## config.mk

```make
export PLATFORM = sky130hd
export DESIGN_NAME = seg7_scan_driver
export DESIGN_NICKNAME = d
export VERILOG_FILES = /design/src/rtl/seg7_pkg.sv /design/src/rtl/hex7_glyph.sv /design/src/rtl/seg7_scan_driver.sv
export SDC_FILE = /design/constraint.sdc
export NUM_CORES = 1
export LEC_CHECK = 0
export BUFFER_PORTS_ARGS = -buffer_cell sky130_fd_sc_hd__buf_2
export CELL_PAD_IN_SITES_DETAIL_PLACEMENT = 1
export CELL_PAD_IN_SITES_GLOBAL_PLACEMENT = 2
export CORE_UTILIZATION = 25
export CTS_BUF_LIST = sky130_fd_sc_hd__clkbuf_16
export DETAILED_ROUTE_END_ITERATION = 10
export HOLD_SLACK_MARGIN = 0.1
export PLACE_DENSITY_LB_ADDON = 0.08
export SYNTH_ARGS = -nofsm -noshare
export SYNTH_HDL_FRONTEND = slang
export SYNTH_HIERARCHICAL = 1
export SYNTH_SLANG_ARGS = --single-unit
export TNS_END_PERCENT = 10
```

## constraint.sdc

```tcl
create_clock -name clk -period 2.15 [get_ports clk]
set_input_delay 0 -clock clk [delete_from_list [all_inputs] [get_ports clk]]
set_output_delay 0 -clock clk [all_outputs]
set_load 0.1 [all_outputs]
```

## src/rtl/seg7_pkg.sv

```systemverilog
// Shared constants for the 7-segment scan driver: glyph ROM, blank pattern and
// the pin-polarity helper used at the output register.
package seg7_pkg;

  // Logical (active-high) a..g patterns on bits 6..0, indexed by nibble value.
  localparam logic [15:0][6:0] GLYPH = {
    7'h47, 7'h4F, 7'h3D, 7'h4E, 7'h1F, 7'h77, 7'h7B, 7'h7F,
    7'h70, 7'h5F, 7'h5B, 7'h33, 7'h79, 7'h6D, 7'h30, 7'h7E
  };

  localparam logic [6:0] SEG_OFF = 7'h00;

  typedef enum logic {
    PH_DEAD,
    PH_SHOW
  } phase_e;

  typedef struct packed {
    logic [6:0] seg;
    logic       dp;
  } seg_pins_t;

  function automatic logic [6:0] apply_pol(input logic [6:0] value, input logic active_low);
    return active_low ? ~value : value;
  endfunction

endpackage

```

## src/rtl/hex7_glyph.sv

```systemverilog
// Combinational hex-nibble to logical 7-segment pattern decoder.
module hex7_glyph
  import seg7_pkg::*;
(
  input  logic [3:0] nib,
  output logic [6:0] glyph
);

  assign glyph = GLYPH[nib];

endmodule

```

## src/rtl/seg7_scan_driver.sv

```systemverilog
// Time-multiplexed 7-segment driver: shadow register, slot prescaler, digit
// index, leading-zero blanking and a registered, polarity-corrected pin stage.
module seg7_scan_driver
  import seg7_pkg::*;
#(
  parameter int DIGITS         = 4,
  parameter int SCAN_DIV       = 50000,
  parameter int DEAD           = 2,
  parameter int SEG_ACTIVE_LOW = 0,
  parameter int AN_ACTIVE_LOW  = 1
) (
  input  logic                  clk,
  input  logic                  rst,
  input  logic [4*DIGITS-1:0]   data,
  input  logic [DIGITS-1:0]     dp,
  input  logic                  load,
  input  logic                  blank_lz,
  input  logic                  en,
  output logic [6:0]            seg,
  output logic                  dp_out,
  output logic [DIGITS-1:0]     an
);

  localparam int PCW = (SCAN_DIV > 1) ? $clog2(SCAN_DIV) : 1;
  localparam int IW  = (DIGITS > 1) ? $clog2(DIGITS) : 1;

  localparam logic        SEG_AL   = (SEG_ACTIVE_LOW != 0);
  localparam logic        AN_AL    = (AN_ACTIVE_LOW != 0);
  localparam logic [31:0] LAST_PC  = 32'(SCAN_DIV - 1);
  localparam logic [31:0] LAST_IDX = 32'(DIGITS - 1);
  localparam logic [31:0] DEAD_W   = 32'(DEAD);

  logic [PCW-1:0]             pcnt_q, pcnt_d;
  logic [IW-1:0]              idx_q, idx_d;
  logic [DIGITS-1:0][3:0]     data_q, data_d;
  logic [DIGITS-1:0]          dp_q, dp_d;
  logic [DIGITS-1:0][3:0]     data_w;
  logic [DIGITS-1:0][6:0]     glyph_w;
  logic [DIGITS-1:0]          blank_w;
  logic                       zero_above;
  logic                       slot_end;
  phase_e                     phase;

  seg_pins_t                  lane_sel;
  seg_pins_t                  pins_q, pins_d;
  logic [DIGITS-1:0]          an_sel;
  logic [DIGITS-1:0]          an_q, an_d;

  assign data_w = data;

  // One decoder per digit; the scan mux picks the active lane.
  for (genvar k = 0; k < DIGITS; k++) begin : g_lane
    hex7_glyph u_glyph (
      .nib   (data_q[k]),
      .glyph (glyph_w[k])
    );
  end

  // Full-width compares so a power-of-two SCAN_DIV never aliases.
  assign slot_end = (32'(pcnt_q) == LAST_PC);
  assign phase    = (32'(pcnt_q) < DEAD_W) ? PH_DEAD : PH_SHOW;

  always_comb begin
    pcnt_d = pcnt_q;
    idx_d  = idx_q;
    if (en) begin
      if (slot_end) begin
        pcnt_d = '0;
        idx_d  = (32'(idx_q) == LAST_IDX) ? '0 : idx_q + IW'(1);
      end else begin
        pcnt_d = pcnt_q + PCW'(1);
      end
    end
  end

  always_comb begin
    data_d = data_q;
    dp_d   = dp_q;
    if (load) begin
      data_d = data_w;
      dp_d   = dp;
    end
  end

  // A digit is blank when it and every digit above it hold zero; digit 0 never is.
  always_comb begin
    zero_above = 1'b1;
    blank_w    = '0;
    for (int k = DIGITS - 1; k >= 1; k--) begin
      zero_above = zero_above & (data_q[k] == 4'h0);
      blank_w[k] = blank_lz & zero_above;
    end
  end

  always_comb begin
    an_sel       = '0;
    lane_sel.seg = SEG_OFF;
    lane_sel.dp  = 1'b0;
    if (en && phase == PH_SHOW) begin
      for (int k = 0; k < DIGITS; k++) begin
        if (idx_q == IW'(k)) begin
          an_sel[k]    = 1'b1;
          lane_sel.dp  = dp_q[k];
          lane_sel.seg = blank_w[k] ? SEG_OFF : glyph_w[k];
        end
      end
    end
    pins_d.seg = apply_pol(lane_sel.seg, SEG_AL);
    pins_d.dp  = lane_sel.dp ^ SEG_AL;
    an_d       = an_sel ^ {DIGITS{AN_AL}};
  end

  always_ff @(posedge clk) begin
    if (rst) begin
      pcnt_q     <= '0;
      idx_q      <= '0;
      data_q     <= '0;
      dp_q       <= '0;
      pins_q.seg <= apply_pol(SEG_OFF, SEG_AL);
      pins_q.dp  <= SEG_AL;
      an_q       <= {DIGITS{AN_AL}};
    end else begin
      pcnt_q <= pcnt_d;
      idx_q  <= idx_d;
      data_q <= data_d;
      dp_q   <= dp_d;
      pins_q <= pins_d;
      an_q   <= an_d;
    end
  end

  assign seg    = pins_q.seg;
  assign dp_out = pins_q.dp;
  assign an     = an_q;

endmodule

```

==> summary.txt, run 1 <==
Reg2Reg Setup Slack = 70 ps
Max Cap Violations = 0
Tightest Pin Transition = 671 ps
H-tree Lvls = 2
Die Span Y = 118 um
Pins Over Slew Limit = 0
CP Capture Type = flop
reg2reg end = seg[6]
IO Pins = 37
min-delay src = en
vias per cell = 4.67
Final Skew = 9.15 ps
placed insts = 584
vias in the first global route = 2963
Final Hold Fails = 0
Max clock buf depth = 2
Reg2Reg Launch Point = pcnt_q[12]
final core utilization = 0.330
DRT antenna net count = 0
most frequent cells in the layout = 47 x dfxtp_1, 36 x buf_2, 33 x nor2_1, 33 x ha_1, 31 x buf_4
CTS Sinks = 50
max_slew headroom = 0.553
Worst Hold End = pcnt_q[0]
gpl congestion = 0.715
static leakage = 1.68 nW
post-synth top area share = 0.299
Sw Pwr = 622 uW
Sequential Power Share = 0.424
HPWL Detailed = 7130 um
DRC violations left = 0
Total GRT Usage = 0.141
Unique masters post-synth = 47
Die Area = 13800 um^2
first-pass GRT wire length = 15300 um
status = finished, final reports clean
Yosys reg bits = 50
via count = 2859
number of synthesized flops with an enable pin = 0
largest area contributor in the netlist = dfxtp_1
crit-path cells = or4_1 > o41a_1 > and3_1 > a32o_1
final period utilization = 0.966
initial DRC count = 91
Syn Area/Cell = 9.19 um^2
CP peak stage delay = 580 ps
Post-synth ARST share = 0
layout cells sized above 1 = 0.225
hold path depth = 3
worst hold slack = 123 ps
internal power = 1.72 mW
initial antenna violation count = 0
clock share of power = 0.390
critical path arrival = 2270 ps
Setup-failing EPs final = 0
Syn Nets = 422
area growth from synthesis to layout = 26.4%
row count = 41
slowest stage cell, crit path = or4_1
predominant post-synthesis flop cell = dfxtp_1
post-layout minimum cycle time = 2080 ps
CTS tree = built
Routed WL per cell = 15.4 um
CTS buffer count = 5
Min-Delay Path Class = in -> reg
Root Buffer = clkbuf_16
Critical Path Fanout Max = 7
Antenna Cells = 0
Worst-Skew Late Latency = 300 ps
sequential fraction of the synthesis area = 0.299
Final Non-Filler Cells = 612
gr ovfl total = 0
Initial Util = 0.261
Die X = 118 um
core region area = 12800 um^2
Power, Total = 2.34 mW
Sw Ratio = 0.266
combinational share of power = 0.186
Worst Path Class, Setup = reg -> reg
number of warning messages in the yosys log = 6
crit start category = flop
RSZ-0062 raised after global routing = false
Post CTS Setup Buffer Count = 0
Area contributors post-synth = dfxtp_1 30%, ha_1 12%, mux2i_1 8.7%
fmax = 482 MHz
total negative slack = 0 ps
CP required = 2340 ps
Reg2Reg Depth = 4
VDD IR-drop max = 0.000269 V
post-synthesis cell area = 3350 um^2
most common cell after layout, fill and taps aside = dfxtp_1
DRT Wirelength = 9400 um
Initial DRT Pass Iterations = 4
Mapped Cells = 364
clock-pin slew on the worst setup and hold paths = 70 ps
Final nets = 497
power density over cell area = 553 nW/um^2
IO buf count = 36
largest net degree at the start of global routing = 24
==> stage by stage <==
step | cell area, um^2 | setup slack [ps]
after global placement | 3860 | 100
after CTS | 4220 | 19.3
after floorplan | 3350 | 186
after detailed placement | 3860 | 30.7
final | 4230 | 73.6
after global routing | 4230 | 20.7
==> area by class of cell <==
class	count	area, um^2
Tap cell	172	215
Fill cell	1515	8600
Clock inverter	3	41.3
Sequential cell	50	1000
Clock buffer	5	125
Multi-Input combinational cell	267	2120
Timing Repair Buffer	87	613
Inverter	28	105
==> synthesized netlist by cell type (3+ instances only) <==
master,n
a221o_1,7
nand4_1,5
nand2_1,16
or2b_1,4
nand2b_1,11
o21ai_0,3
buf_6,5
or3_1,4
a31o_1,3
xnor2_1,7
o31a_2,3
xor2_1,3
a32o_1,7
o32a_1,4
nor2_1,33
mux2i_1,29
ha_1,33
nor3_1,14
buf_2,7
or4_1,6
dfxtp_1,50
mux4_1,4
a21oi_1,19
nand3_1,6
clkbuf_1,7
nand3b_1,4
nor4_1,4
mux2_2,11
inv_1,28
nor2b_1,6
==> per-layer routing <==
layer | vias to the layer above | track usage | wire length [um]
li1 | 1454 | - | -
met3 | 8 | 0.0257 | 209
met1 | 1368 | 0.175 | 4450
met2 | 29 | 0.243 | 4620
met5 | - | 0 | 0
met4 | 0 | 0.0433 | 111
==> cells by family after synthesis <==
kind of cell,after synthesis,share of synthesized area
compound gates,58,0.136
xor+xnor,10,0.0262
fa+ha+maj,33,0.123
buf+inv,47,0.0666
flops,50,0.299
mux,45,0.160
simple gates,121,0.189
==> what timing repair did <==
| item | CTS | global route |
|---|---|---|
| setup endpoints to repair | 0 | 2 |
| hold buffers | 20 | 0 |
| hold endpoints to repair | 20 | 0 |
| resized for setup | 0 | 4 |
==> flip-flops by register name, summed over array words and instances, names as in the netlist <==
name / count
dp_q: 4
idx_q: 2
pcnt_q: 16
data_q: 16
dp_out: 1
an: 4
seg: 7
==> power by group through the flow <==
| stage | Clock, mW | Sequential (mW) | Combinational, mW |
|---|---|---|---|
| floorplan | 0 | 1.04 | 0.255 |
| global placement | 0 | 1.01 | 0.409 |
| detailed placement | 0 | 1.01 | 0.414 |
| CTS | 0.959 | 0.991 | 0.444 |
| global route | 0.992 | 0.997 | 0.482 |
| finish | 0.913 | 0.991 | 0.435 |
==> worst max-delay path by stage <==
| stage | from | end | slack, ps | cells past startpoint |
|---|---|---|---|---|
| floorplan | pcnt_q[12] | seg[5] | 190 | 5 |
| global placement | pcnt_q[12] | seg[5] | 100 | 4 |
| detailed placement | data_q[1] | seg[3] | 30 | 5 |
| CTS | data_q[1] | seg[3] | 20 | 5 |
| global route | pcnt_q[12] | seg[5] | 20 | 4 |
| finish | pcnt_q[12] | seg[6] | 70 | 4 |
==> worst max-delay path, delay by kind of cell, from the launching register on <==
kind,cells,cell delay [ps]
simple gates,2,880
compound gates,2,750
flops,1,340
Power figures use the tool's default switching activity.
==> run 2, diff against run 1 <==
--- a/config.mk
+++ b/config.mk
@@ -5,12 +5,13 @@
 export SDC_FILE = /design/constraint.sdc
 export NUM_CORES = 1
 export LEC_CHECK = 0
-export BUFFER_PORTS_ARGS = -buffer_cell sky130_fd_sc_hd__buf_2
 export CELL_PAD_IN_SITES_DETAIL_PLACEMENT = 1
 export CELL_PAD_IN_SITES_GLOBAL_PLACEMENT = 2
 export CORE_UTILIZATION = 25
 export CTS_BUF_LIST = sky130_fd_sc_hd__clkbuf_16
+export CTS_CLUSTER_DIAMETER = 120
 export DETAILED_ROUTE_END_ITERATION = 10
+export DONT_BUFFER_PORTS = 1
 export HOLD_SLACK_MARGIN = 0.1
 export PLACE_DENSITY_LB_ADDON = 0.08
 export SYNTH_ARGS = -nofsm -noshare
==> run 2 against run 1 <==
Effect of this change: global-route usage up 0.74 points; maximum frequency up 0.80%; sequential power up 0.5%; critical path depth up 1; non-clock buffer count down 11; wire length up 4.0%; power down 5.1%; worst hold slack better by 6.5 ps; critical path type unchanged.
==> summary.txt, run 2 (same netlist as run 1, synthesis figures left out) <==
Max clock buf depth = 2
DRT antenna net count = 0
crit-path cells = inv_1 > ha_1 > mux4_1 > a221o_1 > a32o_1
Reg2Reg Setup Slack = 90 ps
combinational share of power = 0.201
most common cell after layout, fill and taps aside = dfxtp_1
Routed WL per cell = 16.3 um
core region area = 12800 um^2
Sw Pwr = 602 uW
Initial DRT Pass Iterations = 4
placed insts = 552
CP Capture Point = seg[3]
via count = 2836
Reg2Reg Depth = 5
internal power = 1.62 mW
initial DRC count = 101
static leakage = 1.62 nW
most frequent cells in the layout = 50 x dfxtp_1, 41 x dlygate4sd3_1, 34 x buf_4
crit start category = flop
post-CTS sizing = 0
Critical Path Fanout Max = 5
buffers and inverters on the worst path = 1
Die X = 118 um
area growth from synthesis to layout = 27.5%
H-tree Lvls = 2
total negative slack = 0 ps
Tightest Pin Transition = 1140 ps
layout cells sized above 1 = 0.145
HPWL Detailed = 7050 um
DRT Wirelength = 9770 um
gr ovfl total = 0
row count = 41
Reg2Reg Launch Point = data_q[0]
Root Buffer = clkbuf_16
CP Capture Type = flop
DRC violations left = 0
fmax = 485 MHz
CTS Sinks = 50
Total GRT Usage = 0.148
worst hold slack = 129 ps
Max Cap Violations = 0
clock-pin slew on the worst setup and hold paths = 70 ps
clock share of power = 0.351
CTS tree = built
Sequential Power Share = 0.449
CP required = 2340 ps
top flop regs = data_q: 16 flops, pcnt_q: 16 flops, seg: 7 flops
status = finished, final reports clean
Min-Delay Path Class = in -> reg
RSZ-0062 raised after global routing = false
slowest stage cell, crit path = mux4_1
first-pass GRT wire length = 16100 um
Crit. Startpoint = data_q[0]
Antenna Cells = 0
Worst Path Class, Setup = reg -> reg
top cell family by delay on the critical path = compound AO/OA/AOI/OAI gates
Pins Over Slew Limit = 0
Final Hold Fails = 0
vias in the first global route = 3003
Initial Util = 0.261
max_slew headroom = 0.235
Die Span Y = 118 um
initial antenna violation count = 0
Die Area = 13800 um^2
vias per cell = 4.72
gpl congestion = 0.720
post-layout minimum cycle time = 2060 ps
final period utilization = 0.958
CP peak stage delay = 490 ps
critical path depth = 5
Final Non-Filler Cells = 601
Setup-failing EPs final = 0
CTS buffer count = 5
Worst-Skew Late Latency = 290 ps
Sw Ratio = 0.271
IO buf count = 0
# fillers = 1485
largest net degree at the start of global routing = 24
VDD IR-drop max = 0.000241 V
reg2reg end = seg[3]
power density over cell area = 520 nW/um^2
IO Pins = 37
Final nets = 486
Final Skew = 3.18 ps
critical path arrival = 2250 ps
run 2: cell count changes in the layout (fill, tap and decap cells not counted), moves of 3 or more:
cell	delta
buf_2	-36
dlygate4sd3_1	+21
buf_4	+3
dfxtp_1	+3
dfxtp_2	-3
run 2: cell type report:
class / count / area (um^2) / share of cell area
well taps: 172 / 215 / 0.0504
clock buffers: 5 / 125 / 0.0293
inverters: 28 / 105 / 0.0246
flip-flops and latches: 50 / 1000 / 0.235
repair buffers: 76 / 686 / 0.161
clock inverters: 3 / 12.5 / 0.00293
multi-input cells: 267 / 2120 / 0.497
run 2: routing by layer:
metal	part of all wire	global-route usage	vias up
met5	0	0	-
met3	0.026	0.0276	7
met4	0.012	0.0409	0
li1	-	-	1421
met2	0.48	0.256	36
met1	0.48	0.186	1372
run 2: worst min path at each step:
stage | from | end | slack (ps) | cells past startpoint
floorplan | rst | idx_q[0] | 70 | 1
global placement | rst | idx_q[0] | 70 | 1
detailed placement | rst | idx_q[0] | 80 | 1
CTS | en | pcnt_q[3] | 120 | 4
global route | rst | an[1] | 140 | 4
finish | rst | an[0] | 130 | 4
run 2: worst register-to-register path, delay by kind of cell, from the launching register on:
family,cells,cell delay [ps]
flops,1,410
mux,1,490
compound gates,2,600
fa+ha+maj,1,330
buf+inv,1,130
run 2: power by group through the flow:
stage          sequential, mW  clock, mW  combinational [mW]
2_1_floorplan            1.04          0               0.255
3_3_place_gp             1.02          0               0.363
3_5_place_dp             1.02          0               0.363
4_1_cts                 0.997      0.824               0.449
5_1_grt                  1.00      0.857               0.495
6_report                0.996      0.779               0.446
run 2: repair_timing:
item,CTS,global route
hold endpoints to repair,38,0
hold buffers,41,0
setup buffers,0,0
run 2: stage by stage:
step                      setup slack [ps]  area [um^2]  utilization  total power [mW]
after floorplan                        186         3350            -              1.29
after global placement                 125         3720        0.290              1.38
after detailed placement              96.0         3720        0.290              1.38
after CTS                             76.6         4270        0.333              2.27
after global routing                  1.74         4270        0.333              2.35
final                                 90.1         4270        0.333              2.22
==> run 3, diff against run 2 <==
--- a/config.mk
+++ b/config.mk
@@ -5,9 +5,10 @@
 export SDC_FILE = /design/constraint.sdc
 export NUM_CORES = 1
 export LEC_CHECK = 0
+export ABC_AREA = 1
 export CELL_PAD_IN_SITES_DETAIL_PLACEMENT = 1
 export CELL_PAD_IN_SITES_GLOBAL_PLACEMENT = 2
-export CORE_UTILIZATION = 25
+export CORE_UTILIZATION = 34
 export CTS_BUF_LIST = sky130_fd_sc_hd__clkbuf_16
 export CTS_CLUSTER_DIAMETER = 120
 export DETAILED_ROUTE_END_ITERATION = 10
==> run 3 against run 2 <==
Effect of this change: count of clock-buffer cells in the layout unchanged; final area decreased by 2.4%; clock power is 1% higher; first-iteration DRC count down 25%; wire length is 3.3% higher; maximum frequency increased by 24%; area after synthesis is 5.2% higher; die area down 22%; worst hold slack got worse by 16 ps; clock skew rose by 1.7 ps; critical path type unchanged; largest power group unchanged; highest routed layer unchanged.
==> summary.txt, run 3 <==
initial DRC count = 76
hold path depth = 5
final period utilization = 0.772
Antenna Cells = 0
predominant post-synthesis flop cell = dfxtp_1
power density over cell area = 544 nW/um^2
final core utilization = 0.420
top cell family by delay on the critical path = simple AND/OR/NAND/NOR gates
Min-Delay Path Class = in -> reg
HPWL Detailed = 7700 um
Reg2Reg Depth = 10
largest net degree at the start of global routing = 24
max_slew headroom = 0.322
complex-gate fraction of the synthesized area = 0.0768
clock-pin slew on the worst setup and hold paths = 70 ps
Die X = 104 um
post-CTS sizing = 0
sequential fraction of the synthesis area = 0.284
slowest stage cell, crit path = dfxtp_1
Critical Path Fanout Max = 6
M1 WL = 4920 um
CTS Sinks = 50
Final Skew = 4.87 ps
synth cell count leaders = 189 x nand2_1, 69 x nor2_1, 67 x inv_1, 50 x dfxtp_1, 40 x nand3_1
IO buf count = 0
Most common cell on crit path = nand2_1
post-synthesis cell area = 3520 um^2
Die Span Y = 104 um
Placed Area = 3660 um^2
top sig layer = met4
gpl congestion = 0.799
main combinational cell family by area after synthesis = simple AND/OR/NAND/NOR gates
Max clock buf depth = 2
CP Capture Type = flop
vias per cell = 4.76
WL met3 = 208 um
layout cells sized above 1 = 0.0785
met2 WL = 4870 um
critical path depth = 10
top flop regs = data_q: 16 flops, pcnt_q: 16 flops, seg: 7 flops
initial antenna violation count = 0
Final nets = 656
Max Cap Violations = 0
Area contributors post-synth = dfxtp_1 28%, nand2_1 20%, ha_1 12%
IO Pins = 37
Root Buffer = clkbuf_16
Mapped Cells = 562
Tightest Pin Transition = 1020 ps
worst setup margin = 491 ps
Initial Util = 0.355
vias in the first global route = 3555
Total GRT Usage = 0.199
DRT antenna net count = 0
total negative slack = 0 ps
CP peak stage delay = 460 ps
Final Hold Fails = 0
post-synthesis xor/xnor area fraction = 0.00249
DRT Wirelength = 10100 um
post-synthesis simple-gate area fraction = 0.421
CTS buffer count = 5
Initial DRT Pass Iterations = 4
H-tree Lvls = 2
core region area = 9910 um^2
most common cell after layout, fill and taps aside = nand2_1
area growth from synthesis to layout = 18.3%
fmax = 603 MHz
row count = 36
DRC violations left = 0
Post-synth ARST share = 0
static leakage = 2.04 nW
VDD IR-drop max = 0.000308 V
Worst Path Class, Setup = reg -> reg
number of synthesized flops with an enable pin = 0
Unique masters post-synth = 33
post-synth top area share = 0.284
Syn Area/Cell = 6.26 um^2
post-layout minimum cycle time = 1660 ps
Adder-Cell Fraction of Synth Area = 0.117
mux contribution to synthesized area = 0
via count = 3485
buffers and inverters on the worst path = 1
crit start category = flop
Setup-failing EPs final = 0
gr ovfl total = 0
critical path arrival = 1840 ps
Routed WL per cell = 13.8 um
Worst-Skew Late Latency = 290 ps
most frequent cell after synthesis = nand2_1
Die Area = 10800 um^2
final instance area = 4160 um^2
largest area contributor in the netlist = dfxtp_1
status = finished, final reports clean
most frequent cells in the layout = 189 x nand2_1, 69 x nor2_1, 68 x inv_1
pre-CTS WS = 507 ps
first-pass GRT wire length = 17200 um
CP required = 2330 ps
Pins Over Slew Limit = 0
RSZ-0062 raised after global routing = false
CTS tree = built
number of warning messages in the yosys log = 6
Syn Nets = 620
Yosys reg bits = 50
crit-path cells = inv_1 > ha_1 > nand2_1 > o21ai_0 > nand2_1 > nand2_1 > nand2_1 > nand2_1 > nand3_1 > nand2_1
==> run 3: cell count changes after synthesis, moves of 9 or more <==
cell and change:
mux2i_1 -29, o21ai_0 +27, inv_1 +39, nand3_1 +34, mux2_2 -11, nand2_1 +173
nand2b_1 -11, nor2_1 +36, nand2_2 +9
==> run 3: area by class of cell <==
cell class                 count  area, um^2
clock buffer                   5         125
timing repair buffer          41         398
inverter                      74         280
clock inverter                 3        17.5
multi-input combinational    426        2180
tap                          133         166
fill                        1326        5750
sequential                    50        1000
==> run 3: what timing repair did <==
action,4_1_cts,5_1_grt
setup buffers,0,0
setup endpoints to repair,0,0
hold endpoints to repair,32,0
hold buffers,36,0
==> run 3: kinds of logic (layout without fill, tap and decap cells) <==
| family | Yosys count | count (layout) |
|---|---|---|
| buffers and inverters | 86 | 123 |
| and+or+nand+nor | 339 | 339 |
| DFF | 50 | 50 |
| xor gates and xnor gates | 1 | 1 |
| adders and majority gates | 33 | 33 |
| AOI/OAI and AO/OA | 53 | 53 |
==> run 3: metrics by stage <==
| stage | hold WS, ps | cells | total power, mW |
|---|---|---|---|
| 2_1_floorplan | 71.6 | 562 | 1.34 |
| 3_3_place_gp | 73.6 | 688 | 1.44 |
| 3_5_place_dp | 76.2 | 688 | 1.44 |
| 4_1_cts | 110 | 732 | 2.30 |
| 5_1_grt | 150 | 732 | 2.42 |
| 6_report | 113 | 732 | 2.27 |
==> run 3: worst register-to-register path, delay by kind of cell (launching register included) <==
family	cells	cell delay, ps
AO/OA/AOI/OAI	1	90
AND/OR/NAND/NOR	7	530
buffers and inverters	1	160
adder cells (fa/ha/maj)	1	310
flip-flops	1	460
==> run 3: final timing paths <==
kind | start | end | slack, ps
max | data_q[9] | seg[3] | 490
min | en | idx_q[0] | 110
max reg2reg | data_q[9] | seg[3] | 490
min reg2reg | pcnt_q[0] | pcnt_q[0] | 520
==> run 3: per-layer routing <==
metal | vias to the layer above | GRT usage
met5 | - | 0
met4 | 0 | 0.0418
met3 | 8 | 0.0258
met2 | 35 | 0.345
met1 | 1631 | 0.263
li1 | 1811 | -
==> run 3: power by group <==
group,switching (mW),internal (mW)
sequential,0.0826,0.961
combinational,0.257,0.179
clock,0.359,0.428
total,0.698,1.57
